### src/rtl/scale_price_engine_if.sv
// Bus between the weighing front end / label logic and the price engine.
// master: whoever drives weight, tare, price-table and start controls.
// slave:  the price engine itself.
interface scale_price_engine_if #(
  parameter int W_WEIGHT   = 14,
  parameter int W_PRICE    = 14,
  parameter int W_TOTAL    = 20,
  parameter int N_PRODUCTS = 8
);
  localparam int AW = $clog2(N_PRODUCTS);

  logic [W_WEIGHT-1:0] weight_grams;
  logic                tare_capture;
  logic                tare_clear;
  logic                price_wr_en;
  logic [AW-1:0]       price_wr_addr;
  logic [W_PRICE-1:0]  price_wr_data;
  logic [AW-1:0]       prod_sel;
  logic                start;
  logic                busy;
  logic                done;
  logic [W_WEIGHT-1:0] net_grams;
  logic [W_TOTAL-1:0]  total_cents;
  logic                under_tare;
  logic                overflow;
  logic [W_WEIGHT-1:0] tare_grams;

  modport master (
    output weight_grams, tare_capture, tare_clear, price_wr_en,
           price_wr_addr, price_wr_data, prod_sel, start,
    input  busy, done, net_grams, total_cents, under_tare, overflow,
           tare_grams
  );

  modport slave (
    input  weight_grams, tare_capture, tare_clear, price_wr_en,
           price_wr_addr, price_wr_data, prod_sel, start,
    output busy, done, net_grams, total_cents, under_tare, overflow,
           tare_grams
  );
endinterface

### src/rtl/scale_price_engine.sv
// Price engine: total = round(net_g * price_cents_per_kg / 1000) using a
// bit-serial shift-add multiplier and a restoring divide-by-1000.
//
// state | meaning
// IDLE  | waiting for start; snapshot net weight, under-tare flag and price
// MUL   | one multiplier (net) bit per cycle, LSB first
// BIAS  | add 500 so the truncating divide rounds half up
// DIV   | one quotient bit per cycle, MSB first, divisor 1000
// DONE  | saturate quotient; results and done pulse appear on the next edge
module scale_price_engine #(
  parameter int W_WEIGHT   = 14,
  parameter int W_PRICE    = 14,
  parameter int W_TOTAL    = 20,
  parameter int N_PRODUCTS = 8
) (
  input logic                  clk,
  input logic                  reset,
  scale_price_engine_if.slave  bus
);
  localparam int W_PROD = W_WEIGHT + W_PRICE;
  localparam int W_ACC  = W_PROD + 1;
  localparam int CNT_W  = $clog2(W_ACC);

  localparam logic [2:0] S_IDLE = 3'd0;
  localparam logic [2:0] S_MUL  = 3'd1;
  localparam logic [2:0] S_BIAS = 3'd2;
  localparam logic [2:0] S_DIV  = 3'd3;
  localparam logic [2:0] S_DONE = 3'd4;

  localparam logic [10:0]      DIVISOR = 11'd1000;
  localparam logic [W_ACC-1:0] ROUND   = W_ACC'(500);

  logic [2:0]          state_q, state_d;
  logic [CNT_W-1:0]    cnt_q;
  logic [W_PRICE-1:0]  price_q [N_PRODUCTS];
  logic [W_WEIGHT-1:0] tare_q;
  logic [W_WEIGHT-1:0] net_s_q;
  logic                under_s_q;
  logic [W_PROD-1:0]   mcand_q;
  logic [W_WEIGHT-1:0] mplier_q;
  logic [W_ACC-1:0]    acc_q;
  logic [9:0]          rem_q;
  logic                busy_q, done_q, under_o_q, ovf_q;
  logic [W_WEIGHT-1:0] net_o_q;
  logic [W_TOTAL-1:0]  total_q;

  logic                under_calc;
  logic [W_WEIGHT-1:0] net_calc;
  logic [W_ACC-1:0]    addend;
  logic [10:0]         rem_sh;
  logic                q_bit;
  logic [9:0]          rem_d;
  logic                sat;
  logic [W_TOTAL-1:0]  total_nx;

  // Net weight clamps at zero when the tare exceeds the gross reading.
  always_comb begin
    under_calc = bus.weight_grams < tare_q;
    net_calc   = under_calc ? '0 : bus.weight_grams - tare_q;
    addend     = mplier_q[0] ? {1'b0, mcand_q} : '0;
    rem_sh     = {rem_q, acc_q[W_ACC-1]};
    q_bit      = rem_sh >= DIVISOR;
    rem_d      = q_bit ? 10'(rem_sh - DIVISOR) : rem_sh[9:0];
    sat        = (acc_q >> W_TOTAL) != '0;
    total_nx   = sat ? '1 : W_TOTAL'(acc_q);
  end

  // Next-state sequencing; cnt_q counts down the remaining serial steps.
  always_comb begin
    state_d = state_q;
    case (state_q)
      S_IDLE:  if (bus.start) state_d = S_MUL;
      S_MUL:   if (cnt_q == '0) state_d = S_BIAS;
      S_BIAS:  state_d = S_DIV;
      S_DIV:   if (cnt_q == '0) state_d = S_DONE;
      S_DONE:  state_d = S_IDLE;
      default: state_d = S_IDLE;
    endcase
  end

  // State register.
  always_ff @(posedge clk or posedge reset) begin
    if (reset) state_q <= S_IDLE;
    else       state_q <= state_d;
  end

  // Tare register; clear takes priority over capture.
  always_ff @(posedge clk or posedge reset) begin
    if (reset)                 tare_q <= '0;
    else if (bus.tare_clear)   tare_q <= '0;
    else if (bus.tare_capture) tare_q <= bus.weight_grams;
  end

  // Price table; a same-cycle write is not seen by the snapshot read.
  always_ff @(posedge clk or posedge reset) begin
    if (reset) begin
      for (int i = 0; i < N_PRODUCTS; i++) price_q[i] <= '0;
    end else if (bus.price_wr_en) begin
      price_q[bus.price_wr_addr] <= bus.price_wr_data;
    end
  end

  // Serial datapath and result registers.
  always_ff @(posedge clk or posedge reset) begin
    if (reset) begin
      cnt_q     <= '0;
      net_s_q   <= '0;
      under_s_q <= 1'b0;
      mcand_q   <= '0;
      mplier_q  <= '0;
      acc_q     <= '0;
      rem_q     <= '0;
      busy_q    <= 1'b0;
      done_q    <= 1'b0;
      net_o_q   <= '0;
      total_q   <= '0;
      under_o_q <= 1'b0;
      ovf_q     <= 1'b0;
    end else begin
      done_q <= 1'b0;
      case (state_q)
        S_IDLE: if (bus.start) begin
          net_s_q   <= net_calc;
          under_s_q <= under_calc;
          mplier_q  <= net_calc;
          mcand_q   <= W_PROD'(price_q[bus.prod_sel]);
          acc_q     <= '0;
          cnt_q     <= CNT_W'(W_WEIGHT - 1);
          busy_q    <= 1'b1;
        end
        S_MUL: begin
          acc_q    <= acc_q + addend;
          mcand_q  <= mcand_q << 1;
          mplier_q <= mplier_q >> 1;
          if (cnt_q != '0) cnt_q <= cnt_q - CNT_W'(1);
        end
        S_BIAS: begin
          acc_q <= acc_q + ROUND;
          rem_q <= '0;
          cnt_q <= CNT_W'(W_PROD);
        end
        S_DIV: begin
          rem_q <= rem_d;
          acc_q <= {acc_q[W_ACC-2:0], q_bit};
          if (cnt_q != '0) cnt_q <= cnt_q - CNT_W'(1);
        end
        S_DONE: begin
          done_q    <= 1'b1;
          busy_q    <= 1'b0;
          net_o_q   <= net_s_q;
          total_q   <= total_nx;
          under_o_q <= under_s_q;
          ovf_q     <= sat;
        end
        default: ;
      endcase
    end
  end

  assign bus.busy        = busy_q;
  assign bus.done        = done_q;
  assign bus.net_grams   = net_o_q;
  assign bus.total_cents = total_q;
  assign bus.under_tare  = under_o_q;
  assign bus.overflow    = ovf_q;
  assign bus.tare_grams  = tare_q;
endmodule

### src/flat_wrapper.sv
// flat-port wrapper written by rule: the top's interface ports become plain ports
module scale_price_engine_flat 
#(
  parameter int W_WEIGHT   = 14,
  parameter int W_PRICE    = 14,
  parameter int W_TOTAL    = 20,
  parameter int N_PRODUCTS = 8
)
  (clk, reset, bus_weight_grams, bus_tare_capture, bus_tare_clear, bus_price_wr_en, bus_price_wr_addr, bus_price_wr_data, bus_prod_sel, bus_start, bus_busy, bus_done, bus_net_grams, bus_total_cents, bus_under_tare, bus_overflow, bus_tare_grams);
  scale_price_engine_if #(.W_WEIGHT(W_WEIGHT), .W_PRICE(W_PRICE), .W_TOTAL(W_TOTAL), .N_PRODUCTS(N_PRODUCTS)) bus_i ();
  input logic clk;
  input logic reset;
  input wire logic [$bits(bus_i.weight_grams)-1:0] bus_weight_grams;
  input wire logic [$bits(bus_i.tare_capture)-1:0] bus_tare_capture;
  input wire logic [$bits(bus_i.tare_clear)-1:0] bus_tare_clear;
  input wire logic [$bits(bus_i.price_wr_en)-1:0] bus_price_wr_en;
  input wire logic [$bits(bus_i.price_wr_addr)-1:0] bus_price_wr_addr;
  input wire logic [$bits(bus_i.price_wr_data)-1:0] bus_price_wr_data;
  input wire logic [$bits(bus_i.prod_sel)-1:0] bus_prod_sel;
  input wire logic [$bits(bus_i.start)-1:0] bus_start;
  output wire logic [$bits(bus_i.busy)-1:0] bus_busy;
  output wire logic [$bits(bus_i.done)-1:0] bus_done;
  output wire logic [$bits(bus_i.net_grams)-1:0] bus_net_grams;
  output wire logic [$bits(bus_i.total_cents)-1:0] bus_total_cents;
  output wire logic [$bits(bus_i.under_tare)-1:0] bus_under_tare;
  output wire logic [$bits(bus_i.overflow)-1:0] bus_overflow;
  output wire logic [$bits(bus_i.tare_grams)-1:0] bus_tare_grams;
  assign bus_i.weight_grams = bus_weight_grams;
  assign bus_i.tare_capture = bus_tare_capture;
  assign bus_i.tare_clear = bus_tare_clear;
  assign bus_i.price_wr_en = bus_price_wr_en;
  assign bus_i.price_wr_addr = bus_price_wr_addr;
  assign bus_i.price_wr_data = bus_price_wr_data;
  assign bus_i.prod_sel = bus_prod_sel;
  assign bus_i.start = bus_start;
  assign bus_busy = bus_i.busy;
  assign bus_done = bus_i.done;
  assign bus_net_grams = bus_i.net_grams;
  assign bus_total_cents = bus_i.total_cents;
  assign bus_under_tare = bus_i.under_tare;
  assign bus_overflow = bus_i.overflow;
  assign bus_tare_grams = bus_i.tare_grams;
  scale_price_engine #(.W_WEIGHT(W_WEIGHT), .W_PRICE(W_PRICE), .W_TOTAL(W_TOTAL), .N_PRODUCTS(N_PRODUCTS)) u_core (.clk(clk), .reset(reset), .bus(bus_i));
endmodule
### config.mk
export PLATFORM = sky130hd
export DESIGN_NAME = scale_price_engine_flat
export DESIGN_NICKNAME = d
export VERILOG_FILES = /design/src/rtl/scale_price_engine_if.sv /design/src/rtl/scale_price_engine.sv /design/src/flat_wrapper.sv
export SDC_FILE = /design/constraint.sdc
export NUM_CORES = 1
export LEC_CHECK = 0
export BUFFER_PORTS_ARGS = -buffer_cell sky130_fd_sc_hd__buf_2
export CAP_MARGIN = 5
export CORE_ASPECT_RATIO = 1.4
export CORE_MARGIN = 10
export CORE_UTILIZATION = 30
export CTS_CLUSTER_DIAMETER = 30
export CTS_CLUSTER_SIZE = 10
export DETAILED_ROUTE_END_ITERATION = 10
export PLACE_DENSITY = 0.51
export SYNTH_ARGS = -nofsm -noshare
export SYNTH_HDL_FRONTEND = slang
export SYNTH_SLANG_ARGS = --single-unit
export TNS_END_PERCENT = 1
### constraint.sdc
create_clock -name clk -period 16.7 [get_ports clk]
set_input_delay 3.34 -clock clk [delete_from_list [all_inputs] [get_ports clk]]
set_output_delay 3.34 -clock clk [all_outputs]
set_load 0.01 [all_outputs]
* Word level (Yosys, flattened, before mapping) *
Index checks and enable logic that the tools add are counted.

storage, ports and cells
  flip-flop bits (word level) = 268
  latch bits = 0
  memory bits (writable) = 0
  memory bits (read-only) = 0
  bits of input ports = 40
  word-level logic and storage cells = 90
  memories = 0

cells by class
  add/sub/neg operators = 5
  multipliers = 0
  divide/modulo/power cells = 0
  order comparisons = 5
  equality and inequality tests = 8
  shift operators = 0
  mux-type cells = 29
  bitwise gates (word level) = 2
  reduce and logical (&&, ||, !) cells = 18

operators with widths
  kind                    number
  $pmux 29 s4             1
  $bwmux 112              1
  $mux 14                 7
  $mux 28                 2
  $pmux 28 s2             1
  $bmux 14 s3             1
  $demux 14 s3            1
  $add 29x29->29          1
  $add 29x9->29 const B   1
  $mux 29                 1
  $reduce_bool 29->1      1
  $pmux 14 s2             1
  $mux 20                 1
  $pmux 10 s2             1
  $pmux 5 s3              1
  $lt 14x14->1            1
  $sub 14x14->14          1
  $pmux 3 s4              1
  $ge 11x10->1 const B    1
  $mux 10                 1
  $mux 5                  2
  $sub 10x10->10 const B  1
  $mux 3                  3
  $ge 4x4->1 const B      2
  20 further kinds        32

* Depth between registers and ports, before layout *
  depth after elaboration = 6
  depth in mapped cells = 12
  gate-level depth less buffers = 10

* Worst setup path before layout *
OpenSTA, ideal clock, no wires.

  kind = input to register
  start = input bus_weight_grams[2]
  end = register u_core.mplier_q[7]
  library setup time = 0.126 ns
  data arrival time = 5.182 ns
  required time = 16.574 ns
  setup slack = 11.392 ns
  cell stages on the path = 9
  buffers on the path = 1
  cells stage by stage = ha_1 -> nor2b_1 -> o31a_1 -> o211a_1 -> o2111ai_1 -> and2_1 -> clkbuf_1 -> nor2_1 -> a221o_1

between the ends
  longest elaborated chain between the ends = 4
  elaborated cells on any way between the ends = 5

RTL lines
  what                                                   RTL line                                            text
  start: declaration                                     flat_wrapper.sv:13                                  input wire logic [$bits(bus_i.weight_grams)-1:0] bus_weight_grams;
  $sub 14x14->14 / $lt 14x14->1 (equally long branches)  scale_price_engine.sv:59, scale_price_engine.sv:58
  $mux 14 *                                              scale_price_engine.sv:59                            net_calc = under_calc ? '0 : bus.weight_grams - tare_q;
  $mux 14 *                                              scale_price_engine.sv:122                           S_IDLE: if (bus.start) begin
  $pmux 14 s2 *                                          scale_price_engine.sv:121                           case (state_q)
  end signal: assignment                                 scale_price_engine.sv:125                           mplier_q <= net_calc;
  end signal: assignment                                 scale_price_engine.sv:134                           mplier_q <= mplier_q >> 1;
  end: declaration                                       scale_price_engine.sv:40                            logic [W_WEIGHT-1:0] mplier_q;

Every way passes the cells marked *; elsewhere a longest branch is shown, timed or not. The select of a mux whose other input is x is not followed.
A chain may end at the register's enable or synchronous reset.

* Worst setup path in the final report *
  start = input bus_weight_grams[9]
  end = register u_core.mplier_q[5]

between the ends
  longest elaborated chain between the ends = 4

RTL lines
  what          RTL line                   text
  $lt 14x14->1  scale_price_engine.sv:58   under_calc = bus.weight_grams < tare_q;
  $mux 14       scale_price_engine.sv:59
  $mux 14       scale_price_engine.sv:122
  $pmux 14 s2   scale_price_engine.sv:121

Every way passes these cells. The select of a mux whose other input is x is not followed.

==> summary.txt <==
Worst setup path
  • Critical-path cell list: buf_2 > ha_1 > a21oi_1 > o211ai_1 > o211a_1 > o21ai_1 > nand2_1 > a222oi_1 > inv_1
  • CP startpoint kind: input port
  • Crit Path Class: input port to flop
  • CP Capture Type: flop
  • Data required, critical path: 17150 ps
  • Slowest cell on the critical path: o21ai_1
  • Data arrival, critical path: 5550 ps
  • Critical path peak fanout: 10
  • Critical Path Max Stage Delay: 390 ps

Floorplanning
  • Core area: 47160 sq um
  • Die area: 57010 sq um
  • FP Rows: 94
  • I/O Pins: 92
  • Initial Utilization: 0.3037
  • DIE WIDTH: 204.7 microns
  • Die Span Y: 278.5 microns

Pwr
  • Switch Pwr: 0.0009637 W
  • Clock power share: 0.375
  • Internal power: 0.001874 W
  • Switching Share: 0.3395
  • Power per cell area: 164.8 nW/um^2
  • Seq pwr share: 0.351
  • Combinational share of power: 0.274
  • Pleak: 7.664 nW
  • Worst vdd ir: 0.00007973 V

STA
  • WHS: 478.6 ps
  • RSZ-0062 raised after global routing: false
  • Slew @ Worst Pin: 1144 ps
  • Tcrit/Tclk final: 0.3053
  • Clock skew: 20.92 ps
  • Setup TNS Final: 0 ps
  • Final setup vio count: 0
  • Final slew viol count: 0
  • Fmax: 0.1961 GHz
  • Final Critical Period: 5098 ps
  • Hold Vio Cnt, Final: 0
  • Worst rel slew slack: 0.2330

Yosys
  • Syn. warnings: 0
  • Cells taking the most area after synthesis: dfrtp_1, mux2_2, mux4_2
  • Synth Register Bits: 268
  • Post-synth top area share: 0.4682
  • Post-Syn Nets: 1384
  • Primary flip-flop cell chosen by synthesis mapping: dfrtp_1
  • Yosys top cell by area: dfrtp_1
  • Register area share after synthesis: 0.4682
  • Count leader, synth: dfrtp_1
  • Syn avg cell area: 11.05 sq um
  • Post-synthesis cell type count: 80
  • Synth Cell Area: 14320 sq um
  • EDFF count, synth: 0
  • Async SR Flop Fraction: 1.000
  • Gate Count Post-Synth: 1296
  • Synth cell count leaders: dfrtp_1, mux2_2, nand2_1

Detailed routing
  • Antenna Violating Nets Remaining: 0
  • Drt via density: 5.113
  • Via Count: 10467
  • Pre-antenna DRT Iters: 5
  • Residual DRC: 0
  • Final wirelength: 37980 microns
  • DRT iter0 DRCs: 664
  • Wire length per cell: 18.55 microns

Place
  • Placed insts: 1956
  • GP Congestion: 0.8554
  • I/O Buffers: 91
  • DPL Wire Length: 26310 microns

Finish
  • Multi-input gate area: 7217 sq um
  • FILL cells: 4668
  • Fin cells: 2047
  • FF+latch area: 6706 sq um
  • Final #Nets: 1472
  • Antenna diode count: 0
  • Ratio of cells with drive above 1 in the final layout: 0.2642
  • Layout area overhead: 20.26%
  • Post-layout utilization of the core: 0.3652

GRT
  • Gr usage total: 0.1336
  • First-pass GRT wire length: 61660 microns
  • GRT overflow: 0
  • Largest net degree at the start of global routing: 147
  • Initial antenna violation count: 3
  • Number of global-route vias before repair: 11062

Run
  • Max cap viols: 0

Clock network
  • CTS Buf Count: 50
  • Hold_buf cts: 0
  • Post-CTS Repair Setup Buffers: 0
  • Clk buf depth: 3
  • Clock Pin Slew Worst Setup and Hold Paths: 50 ps
  • CTS Sinks: 268
  • CTS resizes: 0
  • CTS tree: built
  • H-tree depth: 2
  • CTS root buffer: clkbuf_16
  • Clock Latency Late Sink: 570 ps

Outcome
  • Outcome: finished, final reports clean

Hold path
  • Hold Crit Class: flop to flop
-- power by group through the flow --
stage | Sequential, W | Combinational, W | Clock (W)
2_1_floorplan | 0.000941 | 0.000619 | 0
3_3_place_gp | 0.00100 | 0.000774 | 0
3_5_place_dp | 0.00101 | 0.000787 | 0
4_1_cts | 0.000997 | 0.000790 | 0.00109
5_1_grt | 0.00102 | 0.000875 | 0.00112
6_report | 0.000996 | 0.000779 | 0.00106
-- state kept, by name, summed over array words and instances (netlist names), 3 cells and up --
| signal | cells |
|---|---|
| u_core.price_q | 112 |
| u_core.acc_q | 29 |
| u_core.mcand_q | 28 |
| u_core.bus.total_cents | 20 |
| u_core.bus.net_grams | 14 |
| u_core.bus.tare_grams | 14 |
| u_core.mplier_q | 14 |
| u_core.net_s_q | 14 |
| u_core.rem_q | 10 |
| u_core.cnt_q | 5 |
| u_core.state_q | 3 |
-- kinds of logic (layout without fill, tap and decap cells) --
logic type,after synthesis,in the layout,synth area share
compound gates,330,330,0.1579
mux,189,189,0.1676
fa+ha+maj,48,48,0.04298
flops,268,268,0.4682
buf+inv,109,236,0.03171
xor+xnor,43,43,0.02629
simple gates,309,309,0.1053
-- final cells by class --
class | instances | share of cell area
Clock inverter | 31 | 0.02571
Multi-Input combinational cell | 919 | 0.4190
Tap cell | 624 | 0.04533
Sequential cell | 268 | 0.3893
Clock buffer | 60 | 0.07830
Inverter | 37 | 0.008499
Timing Repair Buffer | 108 | 0.03385
-- stage by stage --
stage	power [W]	setup slack, ps	instance area, sq um
2_1_floorplan	0.001560	5978	14320
3_3_place_gp	0.001774	11040	15430
3_5_place_dp	0.001793	11000	15430
4_1_cts	0.002876	11620	17230
5_1_grt	0.003021	11390	17230
6_report	0.002838	11600	17230
-- per-layer routing --
metal / track usage / routed length, microns / up-vias
li1: - / - / 4994
met1: 0.1573 / 15650 / 5200
met2: 0.2369 / 19690 / 193
met3: 0.02477 / 1670 / 74
met4: 0.04605 / 939 / 6
met5: 0 / 35 / -
-- placed cells by master (no fill, tap or decap), types with 7 or more instances in the layout --
master,netlist,routed
xnor2_1,23,23
a222oi_1,7,7
o21ai_0,95,95
o211ai_1,10,10
a21oi_1,58,58
mux4_2,28,28
a22oi_1,23,23
o22a_1,20,20
a21o_1,9,9
nor3_1,21,19
nand3_1,21,21
buf_2,9,91
nand4_1,12,12
o21a_1,12,12
dfrtp_1,268,268
nor2_1,71,70
ha_1,46,46
mux2i_1,34,34
and2_1,34,33
a211oi_1,8,8
clkinv_2,0,7
bufinv_16,0,8
nand2_1,100,100
mux2_2,127,127
clkbuf_16,0,50
xor2_1,20,20
inv_1,36,35
buf_4,3,17
nand2b_1,7,7
a22o_1,18,18
a31oi_1,10,10
clkinv_4,0,8
-- critical path, delay by kind of cell --
family / cells / cell delay [ps]
buf+inv: 2 / 190
simple gates: 1 / 370
compound gates: 5 / 1300
fa+ha+maj: 1 / 350
-- path summary, 6_finish.rpt --
path	endpoint	cells after the start	slack [ps]	from
setup / recovery	u_core.mplier_q[5]	9	11600	bus_weight_grams[9]
hold / removal	u_core.bus.overflow	1	480	u_core.bus.overflow
setup reg to reg	u_core.acc_q[22]	10	13230	u_core.mplier_q[0]
hold reg to reg	u_core.bus.overflow	1	480	u_core.bus.overflow
max in group asynchronous	u_core.price_q[66]	3	12190	reset
min in group asynchronous	u_core.bus.total_cents[3]	2	2990	reset
Power figures use the tool's default switching activity.
